<file path="src/rtl/fifo_ctrl.sv">
// fifo_ctrl: control path for a 16-entry (2**ADDR_W) single-clock FIFO.
// It drives an external memory_unit through wen/wrAddress and ren/rdAddress.
// It tracks the occupancy with a three-state FSM (EMPTY/PARTIAL/FULL) and a
// counter. rdValid flags the memory read data one cycle after an accepted pop.
// Optional build macro: FIFO_ERR_FLAGS_EN adds sticky overflow/underflow outputs.
module fifo_ctrl #(
  parameter int DATA_W = 15,
  parameter int ADDR_W = 4
) (
  input  logic              clock,
  input  logic              reset_n,
  input  logic              push,
  input  logic              pop,
  output logic              wen,
  output logic              ren,
  output logic [ADDR_W-1:0] wrAddress,
  output logic [ADDR_W-1:0] rdAddress,
  output logic              rdValid,
  output logic              full,
  output logic              empty,
  output logic [ADDR_W:0]   count
`ifdef FIFO_ERR_FLAGS_EN
  ,
  output logic              overflow,
  output logic              underflow
`endif
);

  // The data word never passes through this block; only sanity-check its width.
  if (DATA_W < 1) begin : g_bad_data_w
    $error("fifo_ctrl: DATA_W must be at least 1");
  end

  localparam int unsigned DEPTH = 2 ** ADDR_W;
  localparam logic [ADDR_W:0]   CNT_ONE  = (ADDR_W+1)'(1);
  localparam logic [ADDR_W:0]   CNT_LAST = (ADDR_W+1)'(DEPTH - 1);
  localparam logic [ADDR_W-1:0] PTR_ONE  = ADDR_W'(1);

  typedef enum logic [1:0] {S_EMPTY, S_PARTIAL, S_FULL} state_e;

  state_e            state_q, state_d;
  logic [ADDR_W-1:0] wr_ptr_q, wr_ptr_d;
  logic [ADDR_W-1:0] rd_ptr_q, rd_ptr_d;
  logic [ADDR_W:0]   count_q, count_d;
  logic              rd_valid_q, rd_valid_d;
  logic              push_acc, pop_acc;

  // Acceptance is masked while reset_n is low so that no enable escapes during reset.
  assign push_acc = push & (state_q != S_FULL)  & reset_n;
  assign pop_acc  = pop  & (state_q != S_EMPTY) & reset_n;

  // FSM state register
  always_ff @(posedge clock or negedge reset_n) begin
    if (!reset_n) state_q <= S_EMPTY;
    else          state_q <= state_d;
  end

  // FSM next-state logic
  always_comb begin
    state_d = state_q;
    unique case (state_q)
      S_EMPTY: if (push_acc) state_d = S_PARTIAL;
      S_PARTIAL: begin
        if (push_acc && !pop_acc && count_q == CNT_LAST)    state_d = S_FULL;
        else if (pop_acc && !push_acc && count_q == CNT_ONE) state_d = S_EMPTY;
      end
      S_FULL: if (pop_acc) state_d = S_PARTIAL;
      default: state_d = S_EMPTY;
    endcase
  end

  // FSM outputs: flags come from the state, memory strobes from acceptance
  always_comb begin
    empty     = (state_q == S_EMPTY);
    full      = (state_q == S_FULL);
    wen       = push_acc;
    ren       = pop_acc;
    wrAddress = wr_ptr_q;
    rdAddress = rd_ptr_q;
  end

  // Pointer, occupancy and read-valid next-state values
  always_comb begin
    wr_ptr_d   = wr_ptr_q;
    rd_ptr_d   = rd_ptr_q;
    count_d    = count_q;
    rd_valid_d = pop_acc;
    if (push_acc) wr_ptr_d = wr_ptr_q + PTR_ONE;
    if (pop_acc)  rd_ptr_d = rd_ptr_q + PTR_ONE;
    unique case ({push_acc, pop_acc})
      2'b10:   count_d = count_q + CNT_ONE;
      2'b01:   count_d = count_q - CNT_ONE;
      default: count_d = count_q;
    endcase
  end

  // Pointer, occupancy and read-valid registers
  always_ff @(posedge clock or negedge reset_n) begin
    if (!reset_n) begin
      wr_ptr_q   <= '0;
      rd_ptr_q   <= '0;
      count_q    <= '0;
      rd_valid_q <= 1'b0;
    end else begin
      wr_ptr_q   <= wr_ptr_d;
      rd_ptr_q   <= rd_ptr_d;
      count_q    <= count_d;
      rd_valid_q <= rd_valid_d;
    end
  end

  assign count   = count_q;
  assign rdValid = rd_valid_q;

`ifdef FIFO_ERR_FLAGS_EN
  logic overflow_q, overflow_d;
  logic underflow_q, underflow_d;

  // Sticky error flags: a request refused because the FIFO was full or empty
  always_comb begin
    overflow_d  = overflow_q  | (push & (state_q == S_FULL));
    underflow_d = underflow_q | (pop  & (state_q == S_EMPTY));
  end

  // Error flag registers, cleared only by reset
  always_ff @(posedge clock or negedge reset_n) begin
    if (!reset_n) begin
      overflow_q  <= 1'b0;
      underflow_q <= 1'b0;
    end else begin
      overflow_q  <= overflow_d;
      underflow_q <= underflow_d;
    end
  end

  assign overflow  = overflow_q;
  assign underflow = underflow_q;
`endif

endmodule

</file>
<file path="config.mk">
export PLATFORM = sky130hd
export DESIGN_NAME = fifo_ctrl
export DESIGN_NICKNAME = d
export VERILOG_FILES = /design/src/rtl/fifo_ctrl.sv
export SDC_FILE = /design/constraint.sdc
export NUM_CORES = 1
export LEC_CHECK = 0
export ABC_CLOCK_PERIOD_IN_PS = 5400
export CAP_MARGIN = 20
export CORE_MARGIN = 2
export CORE_UTILIZATION = 53
export CTS_BUF_LIST = sky130_fd_sc_hd__clkbuf_4
export DETAILED_ROUTE_END_ITERATION = 7
export PLACE_DENSITY = 0.89
export SLEW_MARGIN = 20
export SYNTH_ARGS = -nofsm -noshare
export SYNTH_HDL_FRONTEND = slang
export SYNTH_SLANG_ARGS = --single-unit
</file>
<file path="constraint.sdc">
create_clock -name clock -period 5.4 [get_ports clock]
set_clock_uncertainty 0.2 [all_clocks]
set_input_delay 1.08 -clock clock [delete_from_list [all_inputs] [get_ports clock]]
set_output_delay 1.08 -clock clock [all_outputs]
set_load 0.005 [all_outputs]
</file>
# Word level (Yosys, flattened, before mapping)

Index checks and enable logic that the tools add are counted.

Input bits: 4
Flip-flop bits (word level): 16
Word-level logic and storage cells: 39
Output and inout port bits: 18

Add/sub/neg operators: 4
Reductions and logical operators: 10
Multiplexer cells: 6
Bitwise gates (word level): 4
Eq/ne operators: 10

Operator list:

| kind                | number |
|---|---|
| $pmux 5 s2          | 1 |
| $add 4x1->4 const B | 2 |
| $mux 2              | 4 |
| $pmux 2 s3          | 1 |
| $add 5x1->5 const B | 1 |
| $eq 5x1->1 const B  | 1 |
| $eq 5x4->1 const B  | 1 |
| $sub 5x1->5 const B | 1 |
| $and 1x1->1         | 4 |
| $eq 2x1->1 const B  | 2 |
| $eq 2x2->1 const B  | 2 |
| $logic_and 1x1->1   | 4 |
| $ne 2x1->1 const B  | 2 |
| $reduce_bool 2->1   | 2 |
| $ne 3x3->1 const B  | 1 |
| $reduce_and 3->1    | 1 |
| $logic_not 1->1     | 2 |
| $logic_not 2->1     | 1 |
| $ne 2x2->1 const B  | 1 |

# Longest topological paths before layout

Gate-level depths: netlist (run 1).

Depth in word-level cells: 9
Mapped depth: 7
Gate-level depth less buffers: 6

# Worst setup path after synthesis (run 1)

Ideal clock, no wire load.

Path type: input-to-reg
Start: input port pop
End: register count_q[4] (netlist: count[4])
Required time: 5.074 ns
Stages: 7
Data arrival time: 2.371 ns
Buffers on the path: 1
Setup time: 0.126 ns
Setup slack: 2.703 ns
Cell sequence: o211ai_1 -> inv_2 -> ha_1 -> buf_2 -> nor2_1 -> mux2_2 -> a221o_1

Cells in the longest elaborated chain, start to end: 4

RTL lines:

| what                                            | line | source |
|---|---|---|
| from (decl)                                     | 13   | `input logic pop,` |
| $and 1x1->1 * (2 in a row)                      | 50   | `assign pop_acc = pop & (state_q != S_EMPTY) & reset_n;` |
| via ren                                         | 15   | `output logic ren,` |
| $eq 2x1->1 or $eq 2x2->1 (tied branches)        | 90   | `unique case ({push_acc, pop_acc})` |
| $pmux 5 s2 or $reduce_bool 2->1 (tied branches) | -    |  |
| to (signal assigned)                            | 107  | `count_q <= count_d;` |
| to (decl)                                       | 44   | `logic [ADDR_W:0] count_q, count_d;` |

Mark *: on every way through the listed nets, which the timed path passes. The rest lies on a longest branch.
A chain may end at the register's enable or synchronous reset.

# Worst setup path after layout (run 1)

Start: input port reset_n
End: output port ren

Cells in the longest elaborated chain, start to end: 1

RTL lines:

| what        | line | source |
|---|---|---|
| from (decl) | 11   | `input logic reset_n,` |
| $and 1x1->1 | 50   |  |
| to (decl)   | 15   |  |

Every way passes these cells.

==> impl_metrics.csv, run 1 <==
group,metric,value,unit
critical_path,worstReg2RegStart,"state_q[1]",
layout,instances_no_fill,118,
sta,slew_headroom,68.5,%
drt,drt_wl_total,1640,microns
sta,finalCritPeriodShare,76.3,%
layout,final_util,73.5,%
logic_synthesis,synth_warnings,0,
sta,fmax,243,MHz
clock_network,ctsHtreeMaxLevel,1,
global_route,antenna_found_initial,0,
clock_network,cts_sinks,16,
logic_synthesis,async_flop_share,100,%
drt,via_per_inst,5.45,
critical_path,crit_type,"in -> out",
placement,gp_congestion,0.758,
logic_synthesis,synth_nets,90,
clock_network,clk_path_buf_depth,2,
floorplanning,die_area,1950,sq um
critical_path,worstSetupEndpoint,"ren",
logic_synthesis,yosysSeqAreaShare,46.8,%
drt,drtIter0Drc,8,
critical_path,crit_required,4.12,ns
placement,port_buffers,21,
global_route,grt_pass1_wl,2730,microns
critical_path,crit_fanout,12,
floorplanning,die_w,44.2,microns
clock_network,cts_setup_buffers,0,
drt,wl_met3,96,microns
drt,routedLengthMet1,666,microns
run_status,status,"completed",
placement,placed_area,1080,sq um
critical_path,worstSetupEndpointType,"output port",
logic_synthesis,netlist_instances,78,
logic_synthesis,synth_compound_area_share,6.58,%
layout,nets,115,
logic_synthesis,synth_commonest_cells,"16 x dfrtp_1, 8 x ha_1, 8 x nand2_1",
drt,firstDrtPassIters,4,
critical_path,path_buf_inv,3,
global_route,grt_pass1_vias,633,
floorplanning,start_util,56.8,%
clock_network,insertion_delay,0.29,ns
flow_run,maxCapViolCount,0,
drt,via_count,643,
critical_path,rrSetupSlack,3.02,ns
placement,place_inst,114,
sta,rsz0062_at_grt,"false",
floorplanning,dieHeight,44.2,microns
layout,stdcell_area,1110,sq um
clock_network,ctsRootBufferMaster,"clkbuf_4",
global_route,grt.overflow.total,0,
floorplanning,rows,14,
logic_synthesis,synth_flop_cell,"dfrtp_1",
drt,drc,0,
power,max-vdd-ir-drop,286,uV
logic_synthesis,synth_xor_area_share,10.2,%
critical_path,cp_slowest_stage_delay,0.76,ns
layout,layout-drive-gt1-share,7.84,%
drt,wl_per_cell,13.9,microns
logic_synthesis,netlist.area_leader.share,46.8,%
logic_synthesis,post-synth-top-area-cell,"dfrtp_1",
power,power_per_cell_area,501,nW/um^2
logic_synthesis,yosys.area_share.simple,15.2,%
layout,areaGrowthSynthToFinish,29.4,%
power,p_total,555,uW
power,leakage,0.000507,uW
sta,final-hold-violation-count,0,
logic_synthesis,synth_area,856,sq um
logic_synthesis,synth_seq_cells,16,
critical_path,arrival,2.84,ns
critical_path,crit_family,"buffers and inverters",
floorplanning,core-area,1510,sq um
logic_synthesis,syn_area_per_cell,11.0,sq um
logic_synthesis,ys_top_cells_by_area,"dfrtp_1 47%, ha_1 12%, xnor2_1 6.1%",
critical_path,path_cells,"clkdlybuf4s50_1 > o211ai_1 > inv_2 > clkdlybuf4s50_1",
logic_synthesis,synth_edf_count,0,
critical_path,crit_path_start_kind,"input port",
critical_path,r2r-end,"count[4]",
clock_network,cts_tree,"built",
critical_path,path_depth,4,
drt,highest_layer,"met4",
hold_path,min-delay-path-class,"reg -> reg",
drt,routed-wl-met2,837,microns
logic_synthesis,synth_top_family_by_area,"simple AND/OR/NAND/NOR gates",
sta,worstMarginPinSlew,0.471,ns
critical_path,reg2reg_depth,6,
clock_network,ctsHoldBuffers,0,
floorplanning,ios,22,
critical_path,cp_common_cell,"clkdlybuf4s50_1",
logic_synthesis,synth_most_common_cell,"dfrtp_1",
sta,period_minus_slack,4.12,ns
logic_synthesis,synth_cell_types,27,
clock_network,cts-buffers-inserted,3,
placement,dp_hpwl,1280,microns
logic_synthesis,synthAdderAreaFrac,11.7,%
clock_network,cts.repair.resized,0,
sta,setup_viol,0,
layout,antennaDiodeCount,0,
sta,tns,0,ns
drt,postRouteAntennaNets,0,
critical_path,crit_slowest_cell,"clkdlybuf4s50_1",
logic_synthesis,synthMuxAreaShare,4.97,%
clock_network,cts.clk_slew.worst_paths,0.08,ns
sta,slew_viol_final,0,
global_route,grt_max_degree,13,
critical_path,setup.worst_path.start,"reset_n",
global_route,track_usage,20.1,%
-- where the power goes --
group | internal, uW | switching (uW) | leakage [uW] | total [uW]
clock | 26.9 | 37.5 | 0.0000154 | 64.4
combinational | 163 | 86.4 | 0.000297 | 249
sequential | 173 | 68.2 | 0.000194 | 241
-- cell families after synthesis --
group,Yosys count
AO/OA/AOI/OAI,7
XOR/XNOR,10
adder cells (fa/ha/maj),8
buffers and inverters,9
flip-flops,16
multiplexers,4
AND/OR/NAND/NOR,24
-- cell type report --
type	instances	area, sq um
fill	113	399
sequential	16	400
inverter	7	26.3
timing repair buffer	22	218
clock buffer	3	22.5
multi-input combinational	53	417
tap	16	20.0
clock inverter	1	3.75
-- how the worst min path moves through the flow --
stage                     cells after the start    startpoint      endpoint
after global routing                          1  rdAddress[3]  rdAddress[3]
after floorplan                               1  wrAddress[3]  wrAddress[3]
final                                         1  rdAddress[3]  rdAddress[3]
after global placement                        1  wrAddress[3]  wrAddress[3]
after CTS                                     1  rdAddress[3]  rdAddress[3]
after detailed placement                      1  rdAddress[3]  rdAddress[3]
-- sequential cells by signal, summed over array words and instances, names as in the netlist --
signal and flops:
rdAddress 4, count 5, rdValid 1, wrAddress 4
state_q 2
-- cell usage in the layout, fill, tap and decap left out, types with 2 or more instances in the layout --
| cell type | count |
|---|---|
| clkdlybuf4s50_1 | 21 |
| dfrtp_1 | 16 |
| nand2_1 | 8 |
| ha_1 | 8 |
| inv_1 | 6 |
| xnor2_1 | 6 |
| xor2_1 | 4 |
| nor2_1 | 3 |
| nor3b_1 | 3 |
| clkbuf_4 | 3 |
| nand3_1 | 2 |
| mux2i_1 | 2 |
| a41o_1 | 2 |
| mux2_2 | 2 |
| nor3_1 | 2 |
-- metrics by stage --
step | setup slack (ns) | hold WS (ns)
2_1_floorplan | 2.70 | 0.265
3_3_place_gp | 1.32 | 0.257
3_5_place_dp | 1.27 | 0.263
4_1_cts | 1.26 | 0.278
5_1_grt | 1.16 | 0.315
6_report | 1.28 | 0.272
-- per-layer routing --
metal | vias to the layer above | global-route usage [%]
li1 | 316 | -
met1 | 298 | 22.9
met2 | 24 | 34.1
met3 | 5 | 4.08
met4 | 0 | 12.7
met5 | - | 0
(Power assumes the default switching activity.)
==> run 2: changes to the inputs <==
ABC_CLOCK_PERIOD_IN_PS = 3800   (was 5400)
CORE_UTILIZATION = 49   (was 53)
PLACE_DENSITY = 0.83   (was 0.89)
clock period = 3.8 ns   (was 5.4 ns; I/O delays follow)
==> run 2 against run 1 <==
Effect of this change:
- core utilization is 7.4 points lower
- register-to-register slack got worse by 1.6 ns
- hold slack got worse by 0.0030 ns
- first-iteration DRC count down 38%
==> impl_metrics.csv, run 2 (synthesis gave the netlist of run 1 again) <==
group,metric,value,unit
run_status,status,"completed",
clock_network,cts.clk_slew.worst_paths,0.09,ns
floorplanning,die_area,2100,sq um
floorplanning,ios,22,
floorplanning,die_w,45.8,microns
critical_path,path_buf_inv,4,
floorplanning,core-area,1690,sq um
global_route,grt_pass1_vias,575,
critical_path,rrSetupSlack,1.44,ns
drt,via_count,656,
clock_network,insertion_delay,0.28,ns
placement,port_buffers,21,
drt,drc,0,
global_route,grt_max_degree,12,
hold_path,hold_start,"wrAddress[3]",
drt,drtIter0Drc,5,
layout,antennaDiodeCount,0,
drt,via_per_inst,5.47,
clock_network,ctsHtreeMaxLevel,1,
sta,rsz0062_at_grt,"false",
layout,final_cell_mix,"21 x clkdlybuf4s50_1, 16 x dfrtp_1, 8 x nand2_1, 8 x ha_1",
drt,postRouteAntennaNets,0,
power,p_total,780,uW
layout,areaGrowthSynthToFinish,30.4,%
placement,pre_cts_slack,0.561,ns
layout,instances_no_fill,120,
clock_network,cts.repair.resized,0,
clock_network,cts-buffers-inserted,3,
critical_path,cp_common_cell,"clkdlybuf4s50_1",
critical_path,cp_slowest_stage_delay,0.51,ns
floorplanning,dieHeight,45.8,microns
critical_path,reg2reg_depth,6,
sta,worstMarginPinSlew,0.442,ns
drt,firstDrtPassIters,2,
sta,fin_ws,0.573,ns
global_route,track_usage,17.4,%
critical_path,crit_slowest_cell,"clkdlybuf4s50_1",
floorplanning,start_util,50.7,%
hold_path,min-delay-path-class,"reg -> reg",
layout,layout-drive-gt1-share,8.74,%
layout,final.fill_count,141,
sta,slew_headroom,70.4,%
drt,wl_met3,74,microns
sta,tns,0,ns
sta,finalCritPeriodShare,84.9,%
layout,largest_reg_flops,5,
critical_path,worstSetupEndpointType,"output port",
drt,highest_layer,"met4",
floorplanning,rows,15,
sta,finalHoldWorstSlack,0.269,ns
layout,layout_commonest_cell,"clkdlybuf4s50_1",
placement,place_inst,116,
placement,gp_congestion,0.729,
layout,multi_input_area,417,sq um
critical_path,crit_required,2.84,ns
drt,routed-wl-met2,723,microns
clock_network,cts_setup_buffers,0,
power,power_per_cell_area,699,nW/um^2
critical_path,path_cells,"clkdlybuf4s50_1 > buf_4 > nand3_1 > inv_1 > clkdlybuf4s50_1",
clock_network,clk_path_buf_depth,2,
critical_path,arrival,2.27,ns
placement,dp_hpwl,1210,microns
critical_path,r2r-end,"count[4]",
critical_path,crit_fanout,11,
critical_path,crit_family,"buffers and inverters",
flow_run,maxCapViolCount,0,
critical_path,worstReg2RegStart,"state_q[1]",
drt,wl_per_cell,12.6,microns
hold_path,min_path_cells,1,
hold_path,worstHoldEndpoint,"wrAddress[3]",
sta,period_minus_slack,3.23,ns
sta,final-hold-violation-count,0,
drt,routedLengthMet1,685,microns
power,max-vdd-ir-drop,367,uV
clock_network,ctsHoldBuffers,0,
sta,slew_viol_final,0,
layout,nets,116,
critical_path,crit_path_start_kind,"input port",
sta,fmax,310,MHz
sta,setup_viol,0,
layout,seqCellArea,400,sq um
clock_network,ctsRootBufferMaster,"clkbuf_4",
critical_path,crit_type,"in -> out",
global_route,grt_pass1_wl,2500,microns
clock_network,cts_tree,"built",
drt,drt_wl_total,1510,microns
global_route,grt.overflow.total,0,
power,leakage,0.000512,uW
clock_network,cts_sinks,16,
global_route,antenna_found_initial,0,
run 2: through the flow:
| stage | cell area, sq um | util (%) |
|---|---|---|
| after floorplan | 856 | - |
| final | 1120 | 66.1 |
| after CTS | 1120 | 66.1 |
| after global placement | 1090 | 64.5 |
| after global routing | 1120 | 66.1 |
| after detailed placement | 1090 | 64.5 |
run 2: power by group:
group          leakage, uW  internal (uW)  switching [uW]  total [uW]
Sequential        0.000194            246            92.7         339
Clock            0.0000154           38.1            51.1        89.2
Combinational     0.000302            232             120         352
run 2: worst max path at each step:
stage,start,end,slack (ns),cells after the start
3_5_place_dp,reset_n,wen,0.56,5
3_3_place_gp,reset_n,wen,0.61,5
6_report,reset_n,wen,0.57,5
2_1_floorplan,pop,count[4],1.42,7
4_1_cts,reset_n,wen,0.56,5
5_1_grt,reset_n,wen,0.48,5
run 2: worst reg2reg max path: stages (launching register included):
cell and delay, ns:
dfrtp_1 0.43, o211ai_1 0.42, inv_2 0.13, ha_1 0.46, nor2_1 0.06, mux2_2 0.26
a221o_1 0.29
run 2: area by class of cell:
| type | count | share of cell area [%] |
|---|---|---|
| clock buffers | 3 | 2.02 |
| well taps | 17 | 1.91 |
| repair buffers | 23 | 20.2 |
| flip-flops and latches | 16 | 35.9 |
| multi-input cells | 53 | 37.3 |
| clock inverters | 1 | 0.336 |
| inverters | 7 | 2.35 |
run 2: layer usage:
metal  global-route usage, %  vias to the layer above
met5                       0                        -
met4                    10.3                        0
met3                    5.56                        4
met2                    26.8                       20
met1                    21.3                      312
li1                        -                      320
==> run 3: changes to the inputs <==
ABC_CLOCK_PERIOD_IN_PS = 3050   (was 3800)
clock period = 3.05 ns   (was 3.8 ns; I/O delays follow)
==> run 3 against run 2 <==
Effect of this change:
- sequential share of layout area down 0.36 points
- design area increased by 1.0%
- highest routed layer unchanged
- core utilization grew 0.67 points
==> impl_metrics.csv, run 3 (synthesis gave the netlist of run 1 again) <==
group,metric,value,unit
critical_path,crit_fanout,6,
critical_path,crit_path_start_kind,"input port",
power,power_per_cell_area,865,nW/um^2
critical_path,path_depth,4,
layout,multi_input_area,417,sq um
sta,finalCritPeriodShare,91.6,%
critical_path,reg2reg_depth,6,
critical_path,worstSetupEndpointType,"output port",
drt,drt_wl_total,1550,microns
drt,via_count,648,
sta,finalHoldWorstSlack,0.269,ns
critical_path,path_buf_inv,3,
placement,port_buffers,21,
hold_path,min_path_cells,1,
floorplanning,die_w,45.8,microns
clock_network,insertion_delay,0.27,ns
sta,worstMarginPinSlew,0.397,ns
sta,tns,0,ns
critical_path,crit_required,2.24,ns
clock_network,ctsHtreeMaxLevel,1,
floorplanning,dieHeight,45.8,microns
global_route,track_usage,18.4,%
sta,period_minus_slack,2.80,ns
clock_network,cts_setup_buffers,0,
layout,antennaDiodeCount,0,
layout,areaGrowthSynthToFinish,31.7,%
global_route,grt_pass1_vias,631,
floorplanning,ios,22,
clock_network,cts.repair.resized,0,
drt,via_per_inst,5.36,
critical_path,crit_slowest_cell,"clkdlybuf4s50_1",
layout,layout-drive-gt1-share,10.6,%
layout,final.fill_count,136,
hold_path,min-delay-path-class,"reg -> reg",
floorplanning,start_util,50.7,%
clock_network,cts.clk_slew.worst_paths,0.08,ns
critical_path,crit_type,"in -> out",
clock_network,ctsRootBufferMaster,"clkbuf_4",
critical_path,path_cells,"clkdlybuf4s50_1 > o211ai_1 > inv_2 > clkdlybuf4s50_1",
flow_run,maxCapViolCount,0,
floorplanning,core-area,1690,sq um
layout,layout_commonest_cell,"clkdlybuf4s50_1",
sta,final-hold-violation-count,0,
layout,stdcell_area,1130,sq um
drt,firstDrtPassIters,4,
global_route,grt_pass1_wl,2740,microns
clock_network,cts_tree,"built",
layout,largest_reg_flops,5,
sta,rsz0062_at_grt,"false",
power,leakage,0.000520,uW
clock_network,cts_sinks,16,
placement,dp_hpwl,1210,microns
floorplanning,rows,15,
clock_network,ctsHoldBuffers,0,
clock_network,cts-buffers-inserted,3,
run_status,status,"completed",
sta,fmax,358,MHz
drt,postRouteAntennaNets,0,
clock_network,clk_path_buf_depth,2,
global_route,grt_max_degree,14,
critical_path,cp_common_cell,"clkdlybuf4s50_1",
global_route,grt.overflow.total,0,
power,max-vdd-ir-drop,465,uV
drt,wl_per_cell,12.8,microns
sta,setup_viol,0,
floorplanning,die_area,2100,sq um
placement,placed_area,1100,sq um
critical_path,arrival,1.99,ns
layout,seqCellArea,400,sq um
layout,nets,118,
drt,drc,0,
sta,slew_headroom,73.4,%
sta,slew_viol_final,0,
layout,final_cell_mix,"21 x clkdlybuf4s50_1, 16 x dfrtp_1, 8 x nand2_1, 8 x ha_1",
critical_path,cp_slowest_stage_delay,0.52,ns
critical_path,crit_family,"buffers and inverters",
drt,drtIter0Drc,13,
placement,gp_congestion,0.794,
global_route,antenna_found_initial,0,
-- run 3: changes by cell type in the layout (fill, tap and decap cells not counted), sizes merged --
cell    previous run  this run
clkinv             1         0
buf                2         4
-- run 3: metrics by stage --
stage / util (%) / setup WS (ns) / std cells / total power [uW]
detailed placement: 65.4 / 0.248 / 118 / 882
floorplan: - / 0.823 / 78 / 622
global route: 66.7 / 0.115 / 121 / 1070
finish: 66.7 / 0.255 / 121 / 975
global placement: 65.4 / 0.269 / 118 / 860
CTS: 66.7 / 0.244 / 121 / 995
-- run 3: layout make-up --
cell class              instances  share of cell area [%]
multi-input cells              53                    37.0
flip-flops and latches         16                    35.5
repair buffers                 25                    21.3
inverters                       7                    2.33
clock buffers                   3                    2.00
well taps                      17                    1.89
-- run 3: power by group --
group	leakage [uW]	switching, uW	total (uW)	internal, uW
clock	0.0000138	59.4	105	45.7
combinational	0.000312	153	446	293
sequential	0.000194	118	424	307
-- run 3: final timing paths --
| path | from | to | slack, ns |
|---|---|---|---|
| setup / recovery | reset_n | ren | 0.25 |
| hold / removal | rdAddress[3] | rdAddress[3] | 0.27 |
| setup reg to reg | state_q[1] | count[4] | 0.91 |
| hold reg to reg | rdAddress[3] | rdAddress[3] | 0.27 |
| max in group asynchronous | reset_n | rdAddress[3] | 1.98 |
| min in group asynchronous | reset_n | state_q[1] | 0.48 |
-- run 3: routing by layer --
| layer | global-route usage (%) | vias up | routed length [microns] |
|---|---|---|---|
| met5 | 0 | - | 0 |
| met3 | 4.76 | 2 | 83 |
| met2 | 30.1 | 18 | 748 |
| met1 | 22.3 | 308 | 705 |
| li1 | - | 320 | - |
| met4 | 8.57 | 0 | 13 |
==> patch 1, RTL diff (flow settings as in run 2) <==
`ADDR_W`: 4 -> 5.
--- a/src/rtl/fifo_ctrl.sv
+++ b/src/rtl/fifo_ctrl.sv
@@ -7,3 +7,3 @@
   parameter int DATA_W = 15,
-  parameter int ADDR_W = 4
+  parameter int ADDR_W = 5
 ) (
Ports: changed (resized count, rdAddress and wrAddress); port bits go from 22 to 25. The function was not compared with the original's and may differ.
==> patch 1 against run 2 <==
Non-clock buffer count up 3; power up 19%; critical path depth down 2; synthesized cell count up 12%; design area up 16%; sequential cell count up 3; area after synthesis up 15%; routed wire length up 24%; count of clock-buffer cells in the layout unchanged; first-iteration DRC count up 120%; worst setup slack worse by 0.14 ns.
==> patch 1: results (changes against run 2) <==
metric,value,unit,change
Via-to-Cell Ratio,5.32,,-2.7%
total global routing track utilization,18.2,%,+0.81 points
dpl hpwl,1.43,mm,+18%
maximum count of clock buffers along a single path,2,,unchanged
number of fillers in the final layout,171,,+21%
clock latency of the later-clocked register in the worst-skew pair,0.30,ns,+0.02 ns
H-tree Lvls,1,,unchanged
count of TritonRoute iterations in the first routing pass,4,,+2
largest net degree at the start of global routing,16,,+4
flip-flop count of the largest register after layout,6,,+1
delay of the slowest cell on the worst path,0.68,ns,+0.17 ns
share of final-layout standard cells stronger than drive strength 1,8.77,%,+0.034 points
count of buffers inserted at the top-level ports,24,,+14%
status,"complete, no violations",,
worst-case vdd ir drop,0.000495,V,+35%
Static Leak,0.561,nW,+9.6%
headroom to the max-slew limit,73.3,%,+2.9 points
nets,126,,+8.6%
total routed wirelength,1.87,mm,+24%
portion of the post-synthesis area used by sequential elements,48.2,%,+1.4 points
crit path DAT,2.41,ns,+0.14 ns
via count of the first global-routing pass,723,,+26%
pre-CTS worst setup slack,0.419,ns,-0.142 ns
"Max FO, Critical Path",9,,-2
initial DRC count,11,,+6
Synthesized Nets,98,,+8.9%
gp weighted congestion,0.811,,+11%
top cell types by occurrence after synthesis,"dfrtp_1, xor2_1, nand2_1",,
patch 1: final timing paths:
| path | start | end | slack, ns | depth (start not counted) |
|---|---|---|---|---|
| worst max-delay path | reset_n | ren | 0.43 | 3 |
| worst min-delay path | wrAddress[4] | wrAddress[4] | 0.27 | 1 |
| worst max register to register | state_q[1] | state_q[0] | 1.16 | 8 |
| worst min register to register | wrAddress[4] | wrAddress[4] | 0.27 | 1 |
| max in group asynchronous | reset_n | wrAddress[1] | 2.36 | 2 |
| min in group asynchronous | reset_n | wrAddress[2] | 0.52 | 1 |
patch 1: per-stage QoR:
stage	utilization (%)	area [um2]	hold WS, ns	cells
after global placement	65.7	1260	0.260	137
after detailed placement	65.7	1260	0.261	137
final	67.1	1290	0.273	141
after CTS	67.1	1290	0.275	141
after global routing	67.1	1290	0.292	141
after floorplan	-	987	0.264	87
patch 1: cell families (layout without fill, tap and decap cells):
kind of cell	count (synthesis)	count (layout)	share of synthesized area (%)
muxes	4	4	4.44
DFF	19	19	48.2
and+or+nand+nor	28	28	16.9
buffers and inverters	8	35	3.30
AOI/OAI and AO/OA	7	7	5.96
xor gates and xnor gates	14	14	12.4
adders and majority gates	7	7	8.87
patch 1: area by class of cell:
class / count / area [um2] / share of cell area (%)
Clock buffer: 3 / 22.5 / 1.75
Clock inverter: 1 / 5.00 / 0.388
Inverter: 5 / 18.8 / 1.45
Multi-Input combinational cell: 60 / 479 / 37.1
Sequential cell: 19 / 475 / 36.9
Tap cell: 27 / 33.8 / 2.62
Timing Repair Buffer: 26 / 255 / 19.8
patch 1: routing by layer:
metal / GRT usage, % / vias to the layer above / share of wire, %
met5: 0 / - / 0
met4: 8.57 / 0 / 2.2
met3: 4.91 / 5 / 4.4
met1: 22.5 / 368 / 46
met2: 29.7 / 19 / 47
li1: - / 358 / -
patch 1: power groups by stage:
stage,combinational (mW),sequential [mW],clock [mW]
floorplan,0.185,0.404,0
global placement,0.408,0.412,0
detailed placement,0.420,0.416,0
CTS,0.423,0.413,0.103
global route,0.461,0.433,0.113
finish,0.417,0.413,0.101
==> patch 2, RTL diff (settings of run 2) <==
Without the edit above. The 3 states of `state_e` get a one-hot encoding in 3 bits.
--- a/src/rtl/fifo_ctrl.sv
+++ b/src/rtl/fifo_ctrl.sv
@@ -38,3 +38,3 @@
 
-  typedef enum logic [1:0] {S_EMPTY, S_PARTIAL, S_FULL} state_e;
+  typedef enum logic [2:0] {S_EMPTY = 3'b001, S_PARTIAL = 3'b010, S_FULL = 3'b100} state_e;
 
Check against the original RTL: same outputs for any inputs over 10 cycles, from zero or initial values and one cycle with reset_n low; not proved beyond that.
==> patch 2 against run 2 <==
Design area is 9.3% higher; worst setup slack got worse by 0.069 ns; sequential cell count up 1; power grew 0.81%; sequential power rose by 2%; area after synthesis is 12% higher; register-to-register slack worse by 0.11 ns; die area is 11% higher; via count rose by 6.3%; first-iteration DRC count rose by 100%; worst hold slack better by 0.0064 ns; routed wire length rose by 20%; non-clock buffer count is 1 lower.
==> patch 2: results (changes against run 2) <==
metric,value,unit,change
number of fillers in the final layout,159,,+13%
Static Leak,0.525,nW,+2.6%
synth top area cells,"dfrtp_1, ha_1, xor2_1",,
number of cells after detailed placement,130,,+12%
Synthesized Nets,97,,+7.8%
Post-Synth XOR/XNOR Area,9.17,%,-1.1 points
"Max FO, Critical Path",6,,-5
status,"complete, no violations",,
post-synthesis cell count,85,,+9.0%
via count of the first global-routing pass,684,,+19%
Global Route met2 Usage,30.3,%,+3.5 points
share of final-layout standard cells stronger than drive strength 1,11.9,%,+3.2 points
met3 layer usage reported by global route,4.81,%,-0.74 points
headroom to the max-slew limit,79.0,%,+8.6 points
largest net degree at the start of global routing,17,,+5
post-synthesis mux area share,5.37,%,+0.40 points
portion of the post-synthesis area used by sequential elements,44.7,%,-2.1 points
routed wirelength normalized by instance count,13.5,um,+7.2%
clock latency of the later-clocked register in the worst-skew pair,0.30,ns,+0.02 ns
top cell types by occurrence after synthesis,"dfrtp_1, ha_1, xor2_1",,
count of TritonRoute iterations in the first routing pass,3,,+1
worst-case vdd ir drop,0.000389,V,+6.2%
wire length of the first global-routing pass,3.01,mm,+20%
dpl hpwl,1.33,mm,+10%
met1 routing resource usage after global routing,24.2,%,+2.9 points
total routed wirelength,1.81,mm,+20%
Cell variety after synth,30,,+11%
placed cell areas,0.00119,mm2,+9.4%
adder and majority gate portion of the synthesized area,10.5,%,-1.2 points
patch 2: cell count changes after synthesis, sizes merged, moves of 2 or more:
cell    before  now
xnor2        6    2
nor2b        0    2
inv          7    5
nor3b        3    7
nand3b       0    2
a41o         2    0
nand2        8    6
xor2         4    8
patch 2: area by class of cell:
cell class | instances | area share, %
sequential | 17 | 35.0
inverter | 5 | 1.54
clock inverter | 1 | 0.410
clock buffer | 3 | 1.85
tap | 25 | 2.56
multi-input combinational | 61 | 40.8
timing repair buffer | 22 | 17.8
patch 2: worst paths after layout:
path | from | end | slack [ns] | depth (start not counted)
worst max-delay path | reset_n | ren | 0.50 | 4
worst min-delay path | wrAddress[3] | wrAddress[3] | 0.28 | 1
worst max register to register | state_q[0] | count[4] | 1.33 | 6
worst min register to register | wrAddress[3] | wrAddress[3] | 0.28 | 1
max in group asynchronous | reset_n | state_q[0] | 2.39 | 2
min in group asynchronous | reset_n | wrAddress[3] | 0.47 | 1
patch 2: layer usage:
layer	up-vias	wire length, um
met5	-	0
met4	0	38
met3	4	63
met2	14	861
met1	336	846
li1	343	-
patch 2: power breakdown:
group          switching, mW  internal (mW)  total, mW  leakage [nW]
combinational          0.115          0.225      0.340         0.299
sequential            0.0919          0.254      0.346         0.208
clock                 0.0607         0.0393      0.100        0.0177
patch 2: per-stage QoR:
stage | util [%] | setup WS [ns] | hold slack (ns)
floorplan | - | 1.29 | 0.264
detailed placement | 66.9 | 0.482 | 0.273
global placement | 66.9 | 0.513 | 0.256
CTS | 68.4 | 0.479 | 0.286
finish | 68.4 | 0.503 | 0.276
global route | 68.4 | 0.372 | 0.299
patch 2: critical path, stage by stage:
cell	delay (ns)
clkdlybuf4s50_1	0.60
nand2_1	0.16
nor2_2	0.26
clkdlybuf4s50_1	0.56
